==> src/rtl/core.sv <==
// Shared core package: assemble-stage bundles, states and load funct3 codes.
// Forwarding bundle fwd_t is consumed only when ASM_STAGE_FWD_EN is defined.
package core;

    localparam int XLEN = 32;

    localparam logic [2:0] LB  = 3'b000;
    localparam logic [2:0] LH  = 3'b001;
    localparam logic [2:0] LW  = 3'b010;
    localparam logic [2:0] LBU = 3'b100;
    localparam logic [2:0] LHU = 3'b101;

    typedef enum logic [1:0] {
        IDLE,
        MEM_WAIT,
        OUT_HOLD
    } asm_state_e;

    typedef struct packed {
        logic [4:0] rd;
        logic       has_rd;
        logic       is_load;
        logic [2:0] funct3;
    } de_inst_t;

    typedef struct packed {
        logic            valid;
        de_inst_t        de_inst;
        logic [XLEN-1:0] ex_result;
    } ex_asm_t;

    typedef struct packed {
        logic            valid;
        de_inst_t        de_inst;
        logic [XLEN-1:0] asm_result;
    } asm_wb_t;

    typedef struct packed {
        logic            en;
        logic [XLEN-1:0] addr;
    } mem_read_req_t;

    typedef struct packed {
        logic            done;
        logic [XLEN-1:0] data;
    } mem_read_rsp_t;

    typedef struct packed {
        logic            valid;
        logic [4:0]      rd;
        logic [XLEN-1:0] data;
    } fwd_t;

endpackage

==> src/rtl/asm_stage_if.sv <==
// Data-memory read bus between the assemble stage and data memory.
// master issues requests, slave returns done/data.
interface asm_stage_if;
    import core::*;

    mem_read_req_t mem_read_req;
    mem_read_rsp_t mem_read_rsp;

    modport master (
        output mem_read_req,
        input  mem_read_rsp
    );

    modport slave (
        input  mem_read_req,
        output mem_read_rsp
    );

endinterface

==> src/rtl/load_extract.sv <==
// Combinational load data extraction: selects byte/half by offset and
// sign- or zero-extends according to funct3.
module load_extract
    import core::*;
(
    input  logic [XLEN-1:0] word,
    input  logic [1:0]      off,
    input  logic [2:0]      funct3,
    output logic [XLEN-1:0] result
);

    logic [7:0]  byte_sel;
    logic [15:0] half_sel;

    always_comb begin
        case (off)
            2'd0:    byte_sel = word[7:0];
            2'd1:    byte_sel = word[15:8];
            2'd2:    byte_sel = word[23:16];
            default: byte_sel = word[31:24];
        endcase
        half_sel = off[1] ? word[31:16] : word[15:0];
    end

    // Misaligned halves/words simply drop the low offset bits.
    always_comb begin
        case (funct3)
            LB:      result = {{24{byte_sel[7]}}, byte_sel};
            LBU:     result = {24'd0, byte_sel};
            LH:      result = {{16{half_sel[15]}}, half_sel};
            LHU:     result = {16'd0, half_sel};
            default: result = word;
        endcase
    end

endmodule

==> src/rtl/asm_stage.sv <==
// Assemble stage: completes loads over the memory read bus and registers
// the writeback bundle. Define ASM_STAGE_FWD_EN to add the fwd bypass port.
module asm_stage #(
    parameter int XLEN = 32
) (
    input  logic          clk,
    input  logic          rst,
    input  logic          en,
    input  core::ex_asm_t ex_asm,
    input  logic          wb_rdy,
    asm_stage_if.master   mem,
    output core::asm_wb_t asm_wb,
    output logic          rdy
`ifdef ASM_STAGE_FWD_EN
    ,
    output core::fwd_t    fwd
`endif
);

    import core::*;

    asm_state_e      state_q, state_d;
    de_inst_t        inst_q, inst_d;
    logic [XLEN-1:0] addr_q, addr_d;
    asm_wb_t         wb_q, wb_d;
    logic [XLEN-1:0] ld_data;
    logic            accept;

    load_extract u_extract (
        .word   (mem.mem_read_rsp.data),
        .off    (addr_q[1:0]),
        .funct3 (inst_q.funct3),
        .result (ld_data)
    );

    always_comb begin
        rdy = en && !rst
            && (state_q == IDLE
                || (state_q == OUT_HOLD && wb_rdy));
        accept = rdy && ex_asm.valid;

        state_d = state_q;
        inst_d  = inst_q;
        addr_d  = addr_q;
        wb_d    = wb_q;

        case (state_q)
            MEM_WAIT: begin
                if (mem.mem_read_rsp.done) begin
                    wb_d.valid      = 1'b1;
                    wb_d.de_inst    = inst_q;
                    wb_d.asm_result = ld_data;
                    state_d         = OUT_HOLD;
                end
            end
            OUT_HOLD: begin
                if (wb_rdy) begin
                    wb_d.valid = 1'b0;
                    state_d    = IDLE;
                end
            end
            default: ;
        endcase

        // Accept overrides the retire above for back-to-back flow.
        if (accept) begin
            if (ex_asm.de_inst.is_load) begin
                inst_d     = ex_asm.de_inst;
                addr_d     = ex_asm.ex_result;
                wb_d.valid = 1'b0;
                state_d    = MEM_WAIT;
            end else begin
                wb_d.valid      = 1'b1;
                wb_d.de_inst    = ex_asm.de_inst;
                wb_d.asm_result = ex_asm.ex_result;
                state_d         = OUT_HOLD;
            end
        end
    end

    always_ff @(posedge clk) begin
        if (rst) begin
            state_q <= IDLE;
            inst_q  <= '0;
            addr_q  <= '0;
            wb_q    <= '0;
        end else begin
            state_q <= state_d;
            inst_q  <= inst_d;
            addr_q  <= addr_d;
            wb_q    <= wb_d;
        end
    end

    assign mem.mem_read_req.en   = !rst && (state_q == MEM_WAIT);
    assign mem.mem_read_req.addr = {addr_q[XLEN-1:2], 2'b00};
    assign asm_wb                = wb_q;

`ifdef ASM_STAGE_FWD_EN
    assign fwd.valid = wb_q.valid && wb_q.de_inst.has_rd
                     && (wb_q.de_inst.rd != 5'd0);
    assign fwd.rd    = wb_q.de_inst.rd;
    assign fwd.data  = wb_q.asm_result;
`endif

endmodule

==> src/flat_wrapper.sv <==
// flat-port wrapper written by rule: the top's interface ports become plain ports
module asm_stage_flat import core::*;
#(
    parameter int XLEN = 32
)
  (clk, rst, en, ex_asm, wb_rdy, asm_wb, rdy, mem_mem_read_req, mem_mem_read_rsp);
  asm_stage_if mem_i ();
  input  logic clk;
  input  logic rst;
  input  logic en;
  input  core::ex_asm_t ex_asm;
  input  logic wb_rdy;
  output core::asm_wb_t asm_wb;
  output logic rdy;
  output wire logic [$bits(mem_i.mem_read_req)-1:0] mem_mem_read_req;
  input wire logic [$bits(mem_i.mem_read_rsp)-1:0] mem_mem_read_rsp;
  assign mem_mem_read_req = mem_i.mem_read_req;
  assign mem_i.mem_read_rsp = mem_mem_read_rsp;
  asm_stage #(.XLEN(XLEN)) u_core (.clk(clk), .rst(rst), .en(en), .ex_asm(ex_asm), .wb_rdy(wb_rdy), .mem(mem_i), .asm_wb(asm_wb), .rdy(rdy));
endmodule
==> config.mk <==
export PLATFORM = sky130hd
export DESIGN_NAME = asm_stage_flat
export DESIGN_NICKNAME = d
export VERILOG_FILES = /design/src/rtl/core.sv /design/src/rtl/asm_stage_if.sv /design/src/rtl/load_extract.sv /design/src/rtl/asm_stage.sv /design/src/flat_wrapper.sv
export SDC_FILE = /design/constraint.sdc
export NUM_CORES = 1
export LEC_CHECK = 0
export CORE_UTILIZATION = 35
export CTS_CLUSTER_SIZE = 40
export DETAILED_ROUTE_END_ITERATION = 6
export RECOVER_POWER = 100
export REMOVE_ABC_BUFFERS = 1
export SKIP_LAST_GASP = 1
export SLEW_MARGIN = 30
export SYNTH_ARGS = -nofsm -noshare
export SYNTH_HDL_FRONTEND = slang
export SYNTH_SLANG_ARGS = --single-unit
==> constraint.sdc <==
create_clock -name clk -period 2.8 [get_ports clk]
set_clock_uncertainty 0.1 [all_clocks]
set_input_delay 0.56 -clock clk [delete_from_list [all_inputs] [get_ports clk]]
set_output_delay 0.56 -clock clk [all_outputs]
set_load 0.03 [all_outputs]
==> reports/qor_table.md <==
| Step | Result | Value |
|---|---|---|
| status | Outcome | completed |
| worst hold path | Number of instances on the worst hold path | 2 |
| routing | Total iterations of the first detailed-routing run | 4 |
| place | Post-DP HPWL | 9090 um |
| global route | Highest-utilization routing layer at the global route stage | met2 |
| routing | Total length of routed wires | 12,700 um |
| cts | Clock Sinks | 87 |
| synthesis | Count of different cell masters after synthesis | 44 |
| critical path | Kind of critical path | in -> out |
| timing | Setup repair after global routing missed its margin | false |
| finish | Finished Core Util | 50.7% |
| cts | CTS Root Cell | clkbuf_16 |
| place | Pre-CTS setup slack | 0.169 ns |
| finish | Area of all placed cells without fillers | 0.00617 mm^2 |
| cts | Number of buffers inserted for hold repair after clock tree synthesis | 0 |
| timing | Summed negative setup slack over all endpoints | 0 ns |
| synthesis | Average instance area after synthesis | 8.79 um^2 |
| synthesis | Total of warnings raised by yosys | 0 |
| die | Cell Rows | 40 |
| critical path | Worst-path maximum fanout | 4 |
| routing | Remaining antenna violation count after routing | 0 |
| global route | Global routing usage on met3 | 7.09% |
| synthesis | Netlist area before placement | 0.00444 mm^2 |
| critical path | Worst R2R End | u_core.asm_wb[26] |
| cts | TritonCTS clock tree | built |
| pwr | Total power | 3.20 mW |
| finish | Diodes inserted | 0 |
| pwr | Leakage power | 2.66 nW |
| global route | Met1 Resource Use GR | 24.9% |
| die | Die area | 0.0131 mm^2 |
| place | Post-detailed-placement cell area | 0.00585 mm^2 |
| synthesis | Cells after synthesis | 505 |
| cts | Post-CTS Setup Bufs | 0 |
| timing | Period Utilization, post-route | 93.3% |
| routing | Vias | 3,953 |
| global route | Largest net degree at the start of global routing | 58 |
| cts | Clock transition at the registers of the reported paths | 0.07 ns |
| global route | Gr ovfl total | 0 |
| worst hold path | Worst Hold Class | reg -> reg |
| global route | Via count of the first global-routing pass | 3,989 |
| die | Effective utilization at floorplan | 36.5% |
| routing | Number of violations reported at the end of detailed-routing iteration 0 | 207 |
| timing | Final Slew Violations | 0 |
| cts | Number of instances resized during post-cts repair | 0 |
| global route | Wire length of the first global-routing pass | 20,400 um |
| pwr | VDD IR-drop max | 0.391 mV |
| timing | Final worst-path setup slack | 0.189 ns |
| synthesis | Yosys top cell area share | 39.3% |
| critical path | Startpoint types | input pin |
| place | PortBufs | 154 |
| global route | Overall fraction of global-route tracks in use | 20.0% |
| cts | Clock latency of the later-clocked register in the worst-skew pair | 0.35 ns |
| die | Die X | 115 um |
| timing | Number of endpoints failing setup at the final stage | 0 |
| synthesis | Cell accounting for the most synthesized area | dfxtp_1 |
| synthesis | Top cells by area, synth | dfxtp_1, mux2i_1, nor2_1 |
| critical path | Launch point of the worst reg-to-reg path | u_core.state_q[0] |
| die | Vert. Die Dim | 115 um |
| timing | Maximum clock frequency | 0.383 GHz |
| place | Number of placed instances, taps included | 768 |
| finish | Area growth from synthesis to layout | 39.0% |
| routing | Number of vias per cell after detailed routing | 5.05 |
| routing | WL per Instance | 16.2 um |
| global route | Met2 routing resource usage after global routing | 32.9% |
| die | I/O pin count | 157 |
| cts | Clock tree buffer depth | 2 |
| critical path | Required time at the endpoint of the critical path | 2.14 ns |
| flow run | Count of max-cap constraint violations | 0 |
| synthesis | Flip-flop and latch count after synthesis | 87 |
| timing | Slew at the pin with the worst max-slew slack | 1.01 ns |
| global route | Initial antenna violation count | 0 |
| cts | TritonCTS Buffers | 9 |
| timing | Worst hold slack | 0.356 ns |
| timing | Final number of hold-violating endpoints | 0 |
| finish | Net count reported at finish | 694 |
| critical path | Worst R2R Setup Slack | 0.53 ns |
| worst hold path | Worst Min Path Start | u_core.inst_q[3] |
| routing | Final routed DRC violation total | 0 |
| critical path | Data arrival time of the critical path | 1.95 ns |
| finish | Non-filler instance count after layout | 783 |
| critical path | R2R cell count | 7 |
| finish | Share of post-route cells with drive strength above 1 | 8.29% |
| die | CORE AREA | 0.0122 mm^2 |
| critical path | Critical Path End Type | output pin |
| cts | Count of H-tree levels built during CTS | 3 |
| place | RD Place Congestion | 0.735 |
| timing | Tightest slew margin relative to the limit | 32.8% |
| timing | Clock period minus worst slack | 2.61 ns |
| worst hold path | Min-Delay Endpoint | u_core.inst_q[3] |
| synthesis | Post-synthesis sequential area ratio | 39.3% |
| pwr | Ratio of total power to cell area | 519 mW/mm^2 |
==> cells in the final DEF (no fill, tap or decap), drive strengths merged, types with 2 or more instances in the layout <==
master	netlist	layout
dfxtp	87	87
nor2	83	83
clkdlybuf4s50	0	79
dlygate4sd3	0	74
nand2	53	53
mux2i	52	52
a311oi	33	33
nand3	23	23
clkbuf	18	16
a21oi	14	14
nor2b	10	10
nand2b	9	9
buf	54	9
a211oi	8	8
inv	7	7
o21ai	6	6
nor3	4	4
and3b	4	4
o2bb2ai	4	4
nand3b	4	4
or3	4	4
o22ai	3	3
o221ai	3	3
o2111ai	3	3
ha	3	3
nand4	2	2
a31oi	2	2
conb	1	2
bufinv	0	2
==> synthesized netlist by cell type <==
cell type	n
or3_1	3
dfxtp_1	87
a311oi_2	16
a21oi_2	1
nand2_1	53
and3b_1	4
buf_6	4
clkbuf_1	18
o311ai_0	1
a31o_2	1
o32a_1	1
nor3_1	3
ha_1	3
o221ai_1	3
nand2b_1	8
a211o_1	1
and2_1	1
a211oi_1	8
nand4_1	2
a31oi_1	2
buf_4	33
mux2i_1	52
nor3b_4	1
o2bb2ai_1	4
o22ai_1	3
conb_1	1
nand2b_4	1
o21ai_0	6
buf_2	17
a21oi_1	13
nor2b_1	10
a21o_1	1
o2111ai_1	3
inv_1	7
nand3_1	23
nor2_1	83
mux2_2	1
nand3b_1	4
nor3_2	1
o211ai_1	1
a221o_1	1
a311oi_1	17
o21bai_1	1
or3_4	1
==> worst max-delay path by stage <==
stage	start	endpoint	slack, ns	depth (start not counted)
CTS	wb_rdy	rdy	0.17	4
global placement	wb_rdy	rdy	0.18	4
detailed placement	wb_rdy	rdy	0.17	4
finish	wb_rdy	rdy	0.19	4
global route	wb_rdy	rdy	0.08	4
floorplan	en	u_core.addr_q[0]	-0.50	4
==> routing by layer <==
metal  routed length, um  part of all wire, %  vias to the layer above
met5                   0                    0                        -
met4                 112                 0.88                        0
met3                 964                  7.6                        8
met2                5890                   46                      131
met1                5730                   45                     1859
li1                    -                    -                     1955
==> flip-flops by register name, indices dropped and copies added (netlist names) <==
name	cells
u_core.state_q	2
u_core.asm_wb	43
u_core.inst_q	10
u_core.addr_q	32
==> logic make-up after synthesis <==
family | synth area share, %
adders and majority gates | 0.846
DFF | 39.3
AOI/OAI and AO/OA | 16.7
buffers and inverters | 10.6
other | 0.0845
muxes | 12.0
and+or+nand+nor | 20.5
==> power by group <==
part	leakage, nW	total (mW)	internal [mW]	switching, mW
logic	1.79	0.539	0.249	0.290
registers	0.706	1.32	1.29	0.0298
clock network	0.165	1.34	0.848	0.491
total	2.66	3.20	2.39	0.810
==> area by class of cell <==
| cell class | count | area (um^2) |
|---|---|---|
| Clock buffer | 12 | 267 |
| Clock inverter | 3 | 65.1 |
| Fill cell | 1167 | 6000 |
| Inverter | 7 | 26.3 |
| Multi-Input combinational cell | 340 | 2230 |
| Sequential cell | 87 | 1740 |
| Tap cell | 168 | 210 |
| Timing Repair Buffer | 166 | 1630 |
==> critical path, cell delays in order <==
cell	delay [ns]
clkdlybuf4s50_1	0.52
a21oi_1	0.10
nor2_1	0.10
clkdlybuf4s50_1	0.67
Note: power is estimated with default switching activity, not from simulation.
